==> src/rtl/adc_scheduler_if.sv <==
// rtl/adc_scheduler_if.sv - ADC pins, request and result signals of the ADC scheduler
interface adc_scheduler_if;
   logic [7:0]  ch_mask;
   logic        req_valid;
   logic [2:0]  req_ch;
   logic        req_ready;
   logic        adc_cs_n;
   logic        adc_sck;
   logic        adc_din;
   logic        adc_dout;
   logic        data_valid;
   logic [2:0]  data_ch;
   logic [11:0] data_out;
   logic        busy;

   // Scheduler side
   modport slave (
      input  ch_mask, req_valid, req_ch, adc_dout,
      output req_ready, adc_cs_n, adc_sck, adc_din, data_valid, data_ch, data_out, busy
   );

   // Pin / consumer side
   modport master (
      output ch_mask, req_valid, req_ch, adc_dout,
      input  req_ready, adc_cs_n, adc_sck, adc_din, data_valid, data_ch, data_out, busy
   );
endinterface

==> src/rtl/adc_scheduler.sv <==
// rtl/adc_scheduler.sv - round-robin / priority scheduler for an 8-channel address-pipelined SPI ADC
module adc_scheduler #(
   parameter int DIV_HALF = 8
) (
   input  logic           clk_50M,
   input  logic           rst,
   adc_scheduler_if.slave bus
);

   localparam int DW = (DIV_HALF > 1) ? $clog2(DIV_HALF) : 1;

   typedef enum logic [1:0] {IDLE, FRAME, GAP} state_t;

   state_t         state_q, state_d;
   logic [DW-1:0]  div_q, div_d;
   logic [5:0]     half_q, half_d;
   logic [2:0]     rr_ptr_q, rr_ptr_d;
   logic [2:0]     sent_ch_q, sent_ch_d;
   logic           flush_q, flush_d;
   logic [2:0]     pend_ch_q, pend_ch_d;
   logic           pend_v_q, pend_v_d;
   logic           req_latched_q, req_latched_d;
   logic [2:0]     req_ch_q, req_ch_d;
   logic [11:0]    shift_q, shift_d;
   logic           cs_n_q, cs_n_d;
   logic           sck_q, sck_d;
   logic           din_q, din_d;
   logic           dv_q, dv_d;
   logic [2:0]     data_ch_q, data_ch_d;
   logic [11:0]    data_out_q, data_out_d;

   logic           rr_found;
   logic [2:0]     rr_next;
   logic [2:0]     cand;
   logic           boundary;
   logic [5:0]     h;
   logic           take_req;

   // First enabled channel strictly after rr_ptr, wrapping 7->0 (rr_ptr itself is tried last)
   always_comb begin
      rr_found = 1'b0;
      rr_next  = rr_ptr_q;
      cand     = '0;
      for (int i = 1; i <= 8; i++) begin
         cand = rr_ptr_q + 3'(i);
         if (!rr_found && bus.ch_mask[cand]) begin
            rr_found = 1'b1;
            rr_next  = cand;
         end
      end
   end

   assign boundary = (div_q == DW'(DIV_HALF - 1));
   assign h        = half_q + 6'd1;

   // Next-state: slot decision in IDLE, SCLK/DIN/DOUT sequencing in FRAME, CS-high spacing in GAP
   always_comb begin
      state_d    = state_q;
      div_d      = div_q;
      half_d     = half_q;
      rr_ptr_d   = rr_ptr_q;
      sent_ch_d  = sent_ch_q;
      flush_d    = flush_q;
      pend_ch_d  = pend_ch_q;
      pend_v_d   = pend_v_q;
      shift_d    = shift_q;
      cs_n_d     = cs_n_q;
      sck_d      = sck_q;
      din_d      = din_q;
      dv_d       = 1'b0;
      data_ch_d  = data_ch_q;
      data_out_d = data_out_q;
      take_req   = 1'b0;

      case (state_q)
         IDLE: begin
            div_d  = '0;
            half_d = '0;
            if (req_latched_q) begin
               take_req  = 1'b1;
               sent_ch_d = req_ch_q;
               flush_d   = 1'b0;
               cs_n_d    = 1'b0;
               state_d   = FRAME;
            end else if (rr_found) begin
               sent_ch_d = rr_next;
               rr_ptr_d  = rr_next;
               flush_d   = 1'b0;
               cs_n_d    = 1'b0;
               state_d   = FRAME;
            end else if (pend_v_q) begin
               // Nothing to convert but a result is still inside the ADC: fetch it
               sent_ch_d = 3'd0;
               flush_d   = 1'b1;
               cs_n_d    = 1'b0;
               state_d   = FRAME;
            end
         end
         FRAME: begin
            div_d = boundary ? '0 : div_q + DW'(1);
            if (boundary) begin
               half_d = h;
               if (h == 6'd33) begin
                  cs_n_d  = 1'b1;
                  din_d   = 1'b0;
                  state_d = GAP;
                  if (pend_v_q) begin
                     dv_d       = 1'b1;
                     data_ch_d  = pend_ch_q;
                     data_out_d = shift_q;
                  end
                  pend_ch_d = sent_ch_q;
                  pend_v_d  = ~flush_q;
               end else if (h[0]) begin
                  // Falling SCLK of bit k = half_q/2; address goes out on bits 2..4
                  sck_d = 1'b0;
                  case (half_q[5:1])
                     5'd2:    din_d = sent_ch_q[2];
                     5'd3:    din_d = sent_ch_q[1];
                     5'd4:    din_d = sent_ch_q[0];
                     default: din_d = 1'b0;
                  endcase
               end else begin
                  // Rising SCLK; bits 4..15 carry the 12-bit result MSB first
                  sck_d = 1'b1;
                  if (h >= 6'd10) begin
                     shift_d = {shift_q[10:0], bus.adc_dout};
                  end
               end
            end
         end
         GAP: begin
            div_d = boundary ? '0 : div_q + DW'(1);
            if (boundary) begin
               half_d = h;
               if (h == 6'd35) begin
                  state_d = IDLE;
               end
            end
         end
         default: begin
            state_d = IDLE;
         end
      endcase
   end

   // A request latch is consumed only by the decision; a new one can latch once it is free
   always_comb begin
      req_latched_d = req_latched_q;
      req_ch_d      = req_ch_q;
      if (take_req) begin
         req_latched_d = 1'b0;
      end else if (bus.req_valid && !req_latched_q) begin
         req_latched_d = 1'b1;
         req_ch_d      = bus.req_ch;
      end
   end

   // State and output registers; reset abandons any partial frame and latched request
   always_ff @(posedge clk_50M or posedge rst) begin
      if (rst) begin
         state_q       <= IDLE;
         div_q         <= '0;
         half_q        <= '0;
         rr_ptr_q      <= 3'd7;
         sent_ch_q     <= '0;
         flush_q       <= 1'b0;
         pend_ch_q     <= '0;
         pend_v_q      <= 1'b0;
         req_latched_q <= 1'b0;
         req_ch_q      <= '0;
         shift_q       <= '0;
         cs_n_q        <= 1'b1;
         sck_q         <= 1'b1;
         din_q         <= 1'b0;
         dv_q          <= 1'b0;
         data_ch_q     <= '0;
         data_out_q    <= '0;
      end else begin
         state_q       <= state_d;
         div_q         <= div_d;
         half_q        <= half_d;
         rr_ptr_q      <= rr_ptr_d;
         sent_ch_q     <= sent_ch_d;
         flush_q       <= flush_d;
         pend_ch_q     <= pend_ch_d;
         pend_v_q      <= pend_v_d;
         req_latched_q <= req_latched_d;
         req_ch_q      <= req_ch_d;
         shift_q       <= shift_d;
         cs_n_q        <= cs_n_d;
         sck_q         <= sck_d;
         din_q         <= din_d;
         dv_q          <= dv_d;
         data_ch_q     <= data_ch_d;
         data_out_q    <= data_out_d;
      end
   end

   assign bus.req_ready  = ~req_latched_q;
   assign bus.adc_cs_n   = cs_n_q;
   assign bus.adc_sck    = sck_q;
   assign bus.adc_din    = din_q;
   assign bus.data_valid = dv_q;
   assign bus.data_ch    = data_ch_q;
   assign bus.data_out   = data_out_q;
   assign bus.busy       = (state_q != IDLE);

endmodule

==> src/flat_wrapper.sv <==
// flat-port wrapper written by rule: the top's interface ports become plain ports
module adc_scheduler_flat 
#(
   parameter int DIV_HALF = 8
)
  (clk_50M, rst, bus_ch_mask, bus_req_valid, bus_req_ch, bus_adc_dout, bus_req_ready, bus_adc_cs_n, bus_adc_sck, bus_adc_din, bus_data_valid, bus_data_ch, bus_data_out, bus_busy);
  adc_scheduler_if bus_i ();
  input  logic clk_50M;
  input  logic rst;
  input wire logic [$bits(bus_i.ch_mask)-1:0] bus_ch_mask;
  input wire logic [$bits(bus_i.req_valid)-1:0] bus_req_valid;
  input wire logic [$bits(bus_i.req_ch)-1:0] bus_req_ch;
  input wire logic [$bits(bus_i.adc_dout)-1:0] bus_adc_dout;
  output wire logic [$bits(bus_i.req_ready)-1:0] bus_req_ready;
  output wire logic [$bits(bus_i.adc_cs_n)-1:0] bus_adc_cs_n;
  output wire logic [$bits(bus_i.adc_sck)-1:0] bus_adc_sck;
  output wire logic [$bits(bus_i.adc_din)-1:0] bus_adc_din;
  output wire logic [$bits(bus_i.data_valid)-1:0] bus_data_valid;
  output wire logic [$bits(bus_i.data_ch)-1:0] bus_data_ch;
  output wire logic [$bits(bus_i.data_out)-1:0] bus_data_out;
  output wire logic [$bits(bus_i.busy)-1:0] bus_busy;
  assign bus_i.ch_mask = bus_ch_mask;
  assign bus_i.req_valid = bus_req_valid;
  assign bus_i.req_ch = bus_req_ch;
  assign bus_i.adc_dout = bus_adc_dout;
  assign bus_req_ready = bus_i.req_ready;
  assign bus_adc_cs_n = bus_i.adc_cs_n;
  assign bus_adc_sck = bus_i.adc_sck;
  assign bus_adc_din = bus_i.adc_din;
  assign bus_data_valid = bus_i.data_valid;
  assign bus_data_ch = bus_i.data_ch;
  assign bus_data_out = bus_i.data_out;
  assign bus_busy = bus_i.busy;
  adc_scheduler #(.DIV_HALF(DIV_HALF)) u_core (.clk_50M(clk_50M), .rst(rst), .bus(bus_i));
endmodule
==> config.mk <==
export PLATFORM = sky130hd
export DESIGN_NAME = adc_scheduler_flat
export DESIGN_NICKNAME = d
export VERILOG_FILES = /design/src/rtl/adc_scheduler_if.sv /design/src/rtl/adc_scheduler.sv /design/src/flat_wrapper.sv
export SDC_FILE = /design/constraint.sdc
export NUM_CORES = 1
export LEC_CHECK = 0
export BUFFER_PORTS_ARGS = -buffer_cell sky130_fd_sc_hd__buf_4
export CAP_MARGIN = 20
export CORE_ASPECT_RATIO = 0.5
export CORE_MARGIN = 5
export CORE_UTILIZATION = 34
export CTS_BUF_LIST = sky130_fd_sc_hd__clkbuf_4 sky130_fd_sc_hd__clkbuf_8
export DETAILED_ROUTE_END_ITERATION = 7
export HOLD_SLACK_MARGIN = 0.02
export PLACE_DENSITY_LB_ADDON = 0.05
export SLEW_MARGIN = 40
export SYNTH_ARGS = -nofsm -noshare
export SYNTH_HDL_FRONTEND = slang
export SYNTH_SLANG_ARGS = --single-unit
==> constraint.sdc <==
create_clock -name clk_50M -period 4.2 [get_ports clk_50M]
set_input_delay 0.21 -clock clk_50M [delete_from_list [all_inputs] [get_ports clk_50M]]
set_output_delay 0.21 -clock clk_50M [all_outputs]
set_load 0.01 [all_outputs]
==> summary.txt, run 1 <==
Place
  • Routability cong.: 0.836
  • DP Area: 0.00384 mm2
  • Port bufs: 35
  • Placed cells: 487
  • HPWL Detailed: 5.46 mm

Final layout
  • Flip-flop and latch area: 0.00143 mm2
  • # nets final: 385
  • Layout cells sized above 1: 30.9%
  • Final core utilization: 40.3%
  • Multi-input logic area: 0.00187 mm2
  • Antenna Cells: 0
  • Final instance area: 0.00407 mm2
  • Final Non-Filler Cells: 503
  • Fill cell count: 1,017
  • Area delta synth->final: 17.4%

Routing
  • Routed via count: 2,550
  • Post-DR wirelength/cell: 15.1 um
  • Drt first pass iters: 4
  • Post-DRT Antenna Nets: 0
  • Initial DRC Count: 108
  • Final wirelength: 7.61 mm
  • Remaining DRCs: 0
  • DR vias/cell: 5.07

CTS
  • Num CTS Buffers: 9
  • Latest clock arrival within the worst-skew pair: 340 ps
  • # hold bufs at CTS: 0
  • Resize count post-CTS: 0
  • Clock sinks: 57
  • Max Buffers Root-to-Sink: 2
  • Post-CTS setup buffers: 0
  • Root buf cell: clkbuf_8
  • Clk slew on worst S/H paths: 70 ps
  • CTS tree: built
  • H-tree depth: 3

Die
  • I/O pins: 36
  • Starting Density: 34.4%
  • Die Span Y: 81.4 um
  • Chip Width: 153 um
  • Site Rows: 26
  • Core area: 0.0101 mm2
  • Total die area: 0.0124 mm2

STA
  • Max-slew violations: 0
  • Clk_skew: 9.01 ps
  • RSZ-0062 raised after global routing: false
  • Min Clock Period, post-route: 3780 ps
  • Crit share post-route: 90.0%
  • Setup TNS Final: 0 ps
  • Worst hold margin: -8.47 ps
  • Setup Viol. Count Final: 0
  • Worst Max-Slew Pin Slew: 578 ps
  • Fmax: 265 MHz
  • Final Hold Viols: 12
  • Slew headroom: 61.5%

Setup path
  • Critical path launch point type: register
  • Slowest cell delay on critical path: 790 ps
  • Worst-path cell chain: inv_1 > ha_1 > mux2_2 > a311oi_2 > nand3_2 > a211oi_4 > nand3_4 > o31a_1 > o21ai_2 > mux2i_1
  • Critical path type: register to register
  • CP max FO: 17
  • Worst Path Required: 4460 ps
  • Crit end category: register
  • Crit-path slowest cell: dfstp_2
  • Arrival time worst endpoint: 4040 ps
  • CP top delay family: compound AO/OA/AOI/OAI gates
  • WP buf/inv: 1

Global routing
  • Remaining Overflow, GRT: 0
  • Initial antenna violation count: 0
  • Number of global-route vias before repair: 2,608
  • Largest net degree at the start of global routing: 58
  • First-pass GRT wire length: 13.1 mm
  • Overall Global Routing Usage: 13.3%

Power
  • Leakage: 1.91 nW
  • Pwr dens: 302 mW/mm2
  • VDD IR-drop max: 105 uV

Yosys
  • Post-Synthesis Net Count: 352
  • Synth Instances: 325
  • Primary FF master, synth: dfrtp_1
  • Synth unique cells: 54
  • Top cell types by occurrence after synthesis: 52 x dfrtp_1, 37 x nand2_1, 32 x mux2_2, 20 x inv_1, 18 x o21ai_0
  • Ranking of synthesized cells by area: dfrtp_1 38%, mux2_2 10%, mux4_2 7.8%, ha_1 4.3%, mux2i_1 4.0%
  • Total number of yosys warnings: 0
  • Post-synth EDFFs: 0
  • Post-synthesis sequential area ratio: 41.3%
  • Most common cell in the synthesized netlist: dfrtp_1
  • Yosys reg bits: 57
  • Mapped Area: 0.00347 mm2
  • Top cell type's share of synthesized area: 37.5%
  • Async SR Flop Fraction: 100%
  • Largest area contributor in the netlist: dfrtp_1
  • Average size of a mapped cell: 10.7 um2

Flow run
  • Max cap viols: 0

Min path
  • Hold WC Path Type: primary input to asynchronous set/reset pin

Outcome
  • Outcome: finished, violations left
  • Failing checks: hold timing
flip-flops by register name, indices dropped and copies added (netlist names), 2 cells and up:
register,flops
u_core.bus.data_ch,3
u_core.bus.data_out,12
u_core.div_q,3
u_core.half_q,6
u_core.pend_ch_q,3
u_core.req_ch_q,3
u_core.rr_ptr_q,3
u_core.sent_ch_q,3
u_core.shift_q,12
u_core.state_q,2
power by group:
| group | internal (mW) | switching [mW] | total [mW] |
|---|---|---|---|
| sequential | 0.561 | 0.00606 | 0.567 |
| clock | 0.356 | 0.222 | 0.578 |
| combinational | 0.0390 | 0.0436 | 0.0826 |
layout make-up:
type / count / share of cell area, %
multi-input cells: 232 / 46.0
flip-flops and latches: 57 / 35.2
repair buffers: 38 / 7.10
well taps: 140 / 4.31
clock buffers: 11 / 3.57
clock inverters: 5 / 1.94
inverters: 20 / 1.85
cells by family after synthesis:
logic type               Yosys count  share of synthesized area, %
XOR/XNOR                           9                          2.27
AND/OR/NAND/NOR                   90                          12.9
flip-flops                        57                          41.3
multiplexers                      58                          22.2
AO/OA/AOI/OAI                     62                          12.0
adder cells (fa/ha/maj)           13                          4.62
buffers and inverters             36                          4.62
path summary, 6_finish.rpt:
| check | cells past startpoint | from | slack (ps) | end |
|---|---|---|---|---|
| max | 10 | u_core.rr_ptr_q[0] | 420 | u_core.state_q[0] |
| min | 3 | rst | -8 | u_core.shift_q[0] |
| max reg2reg | 10 | u_core.rr_ptr_q[0] | 420 | u_core.state_q[0] |
| min reg2reg | 1 | u_core.flush_q | 470 | u_core.pend_v_q |
| max in group asynchronous | 3 | rst | 3800 | u_core.bus.adc_sck |
| min in group clk_50M | 2 | bus_adc_dout | 100 | u_core.shift_q[0] |
cells in the final DEF (no fill, tap or decap), types with 4 or more instances in the layout:
master	n
inv_1	19
mux2i_1	14
clkbuf_8	10
xor2_1	5
buf_4	37
ha_1	12
nor3_1	4
nand2b_1	5
mux4_2	12
nor2_1	9
nand2_1	37
xnor2_1	4
nand3_1	16
mux2_2	32
a21oi_1	15
o21ai_0	18
dfstp_2	5
dfrtp_1	52
routing by layer:
layer	share of wire [%]	routed length [um]	GRT usage [%]
met5	0	0	0
met4	1.2	94	4.53
met3	4.6	347	4.47
met2	46	3500	21.2
met1	48	3660	17.1
through the flow:
stage               worst slack (ps)  power [mW]
finish                           422        1.23
global route                    64.7        1.29
CTS                              380        1.25
detailed placement               416       0.661
global placement                 478       0.660
floorplan                        737       0.628
worst register-to-register path: cells and delay by family, from the launching register on:
family / cells / cell delay, ps
adder cells (fa/ha/maj): 1 / 700
flip-flops: 1 / 790
AND/OR/NAND/NOR: 2 / 310
buffers and inverters: 1 / 190
AO/OA/AOI/OAI: 4 / 1120
multiplexers: 2 / 590
(Power assumes the default switching activity.)
==> run 2: changes to the inputs <==
Settings changed: ABC_AREA set to 1.
==> run 2 against run 1 <==
  * The run now ends clean
  * Combinational power up 8.0%
  * Flip-flop and latch count unchanged
  * Non-clock buffer count down 1
  * Sequential share of layout area up 0.65 points
  * Synthesized cell count up 33%
  * Final cell count up 21%
  * Sequential power about the same
  * Clock-buffer cell count up 1
  * Global-route usage up 0.58 points
  * Clock skew down 2.0 ps
  * Worst setup slack better by 880 ps
==> summary.txt, run 2 <==
Global routing
  • Overall Global Routing Usage: 13.9%
  • Remaining Overflow, GRT: 0
  • Largest net degree at the start of global routing: 35
  • Initial antenna violation count: 0
  • Number of global-route vias before repair: 2,862
  • First-pass GRT wire length: 13.8 mm

Power
  • Leakage: 2.05 nW
  • Tot Pwr: 1.23 mW
  • Pwr dens: 307 mW/mm2
  • VDD IR-drop max: 150 uV

Place
  • Routability cong.: 0.876
  • HPWL Detailed: 5.78 mm
  • DP Area: 0.00377 mm2
  • Post-Place Worst Slack: 1280 ps
  • Port bufs: 35
  • Placed cells: 592

STA
  • Max-slew violations: 0
  • Setup TNS Final: 0 ps
  • RSZ-0062 raised after global routing: false
  • Fmax: 346 MHz
  • Worst Max-Slew Pin Slew: 773 ps
  • Slew headroom: 47.9%
  • Clk_skew: 6.96 ps
  • Setup Viol. Count Final: 0
  • Final WS setup: 1310 ps
  • Final Hold Viols: 0
  • Worst hold margin: 111 ps
  • Crit share post-route: 68.9%
  • Min Clock Period, post-route: 2890 ps

CTS
  • CTS tree: built
  • Root buf cell: clkbuf_8
  • Num CTS Buffers: 9
  • Clk slew on worst S/H paths: 60 ps
  • H-tree depth: 3
  • Max Buffers Root-to-Sink: 2
  • Latest clock arrival within the worst-skew pair: 340 ps
  • Clock sinks: 57

Die
  • Core area: 0.00963 mm2
  • I/O pins: 36
  • Total die area: 0.0123 mm2
  • Starting Density: 35.6%
  • Chip Width: 152 um
  • Die Span Y: 81.0 um
  • Site Rows: 25

Routing
  • Post-DRT Antenna Nets: 0
  • Remaining DRCs: 0
  • Post-DR wirelength/cell: 12.6 um
  • Routed via count: 2,755
  • Final wirelength: 7.64 mm
  • DR vias/cell: 4.53
  • Drt first pass iters: 4
  • Initial DRC Count: 142

Yosys
  • Top cell types by occurrence after synthesis: 144 x nand2_1, 52 x dfrtp_1, 50 x inv_1, 37 x nand3_1, 25 x o21ai_0
  • Largest family of logic cells by synthesized area: simple AND/OR/NAND/NOR gates
  • Synth Area in Simple Gates: 32.7%
  • Complex-gate fraction of the synthesized area: 8.76%
  • Ranking of synthesized cells by area: dfrtp_1 38%, nand2_1 16%, inv_1 5.5%, nand3_1 5.4%, ha_1 4.4%
  • Synth Instances: 432
  • Yosys reg bits: 57
  • Largest area contributor in the netlist: dfrtp_1
  • Total number of yosys warnings: 0
  • Average size of a mapped cell: 7.93 um2
  • Synth unique cells: 36
  • Post-synth EDFFs: 0
  • Post-synthesis sequential area ratio: 41.8%
  • Most common cell in the synthesized netlist: nand2_1
  • Mapped Area: 0.00343 mm2
  • Xor/xnor share of the synthesized area: 1.97%
  • Mux cell area share after synthesis: 0.986%
  • Post-Synthesis Net Count: 459
  • Async SR Flop Fraction: 100%
  • Top cell type's share of synthesized area: 38.0%
  • Post-synthesis adder-cell area fraction: 4.38%
  • Primary FF master, synth: dfrtp_1

Final layout
  • Most frequent cells in the layout: 144 x nand2_1, 52 x dfrtp_1, 49 x inv_1
  • Antenna Cells: 0
  • Area delta synth->final: 16.6%
  • Final core utilization: 41.5%
  • Final Non-Filler Cells: 608
  • Fill cell count: 1,021
  • Commonest non-fill, non-tap cell in the layout: nand2_1
  • Layout cells sized above 1: 21.1%
  • # nets final: 496
  • Final instance area: 0.00400 mm2

Setup path
  • Arrival time worst endpoint: 3130 ps
  • Worst-path cell chain: inv_4 > ha_1 > inv_1 > nand3_1 > nand2_1 > nand2_1 > nand2_1 > nand4_4 > nor2_4 > nand3_2 > nor2_4 > nand2_2 > nand2_4 > inv_2 > nand2_1 > nand2_1
  • Cell repeated most along the worst path: nand2_1
  • Slowest cell delay on critical path: 650 ps
  • Critical path launch point type: register
  • Critical path type: register to register
  • Crit end category: register
  • Worst Path Required: 4430 ps
  • CP max FO: 14
  • Crit-path slowest cell: dfstp_2

Outcome
  • Outcome: finished, final reports clean

Flow run
  • Max cap viols: 0

Min path
  • Hold WC Path Type: primary input to register
-- run 2: cell count changes in the layout (fill, tap and decap cells not counted), moves of 13 or more --
cell,before,now
nand2_1,37,144
inv_1,19,49
mux2_2,32,3
nand3_1,16,37
o21ai_1,1,20
mux2i_1,14,0
a21oi_1,15,2
-- run 2: logic make-up after synthesis --
kind of cell,count (synthesis)
and+or+nand+nor,229
buffers and inverters,69
DFF,57
AOI/OAI and AO/OA,56
adders and majority gates,12
muxes,3
xor gates and xnor gates,6
-- run 2: area by class of cell --
| class | instances | area (um2) | share of cell area [%] |
|---|---|---|---|
| repair buffers | 37 | 280 | 7.02 |
| clock inverters | 3 | 65.1 | 1.63 |
| multi-input cells | 306 | 1670 | 41.9 |
| well taps | 135 | 169 | 4.23 |
| flip-flops and latches | 57 | 1430 | 35.9 |
| clock buffers | 12 | 153 | 3.82 |
| inverters | 58 | 221 | 5.54 |
-- run 2: repair_timing --
item / in CTS / in global routing
hold buffers: 0 / 1
endpoints found under the hold margin: 0 / 28
resized for setup: 0 / 0
setup buffers: 0 / 0
-- run 2: final timing paths --
check                                   startpoint                      end  slack, ps  cells after the start
worst min register to register      u_core.flush_q           u_core.flush_q        470                      2
worst min-delay path                 bus_req_ch[2]       u_core.req_ch_q[2]        110                      2
min in group asynchronous                      rst  u_core.bus.data_out[11]        480                      3
max in group asynchronous                      rst       u_core.shift_q[10]       2990                      4
worst max-delay path            u_core.rr_ptr_q[0]      u_core.sent_ch_q[1]       1310                     16
worst max register to register  u_core.rr_ptr_q[0]      u_core.sent_ch_q[1]       1310                     16
-- run 2: metal layers --
layer | part of all wire (%) | wire length, um | track usage [%] | vias up
li1 | - | - | - | 1459
met1 | 50 | 3840 | 18.1 | 1243
met2 | 45 | 3420 | 22.9 | 46
met3 | 4.4 | 334 | 4.15 | 7
met4 | 0.60 | 46 | 3.50 | 0
met5 | 0 | 0 | 0 | -
-- run 2: critical path: cells and delay by family, from the launching register on --
family                     cells  cell delay (ps)
and+or+nand+nor               12             1320
DFF                            1              650
adders and majority gates      1              460
buffers and inverters          3              350
-- run 2: power by group --
group | internal [mW] | switching, mW
Clock | 0.359 | 0.209
Combinational | 0.0355 | 0.0537
Sequential | 0.561 | 0.00691
Total | 0.956 | 0.270
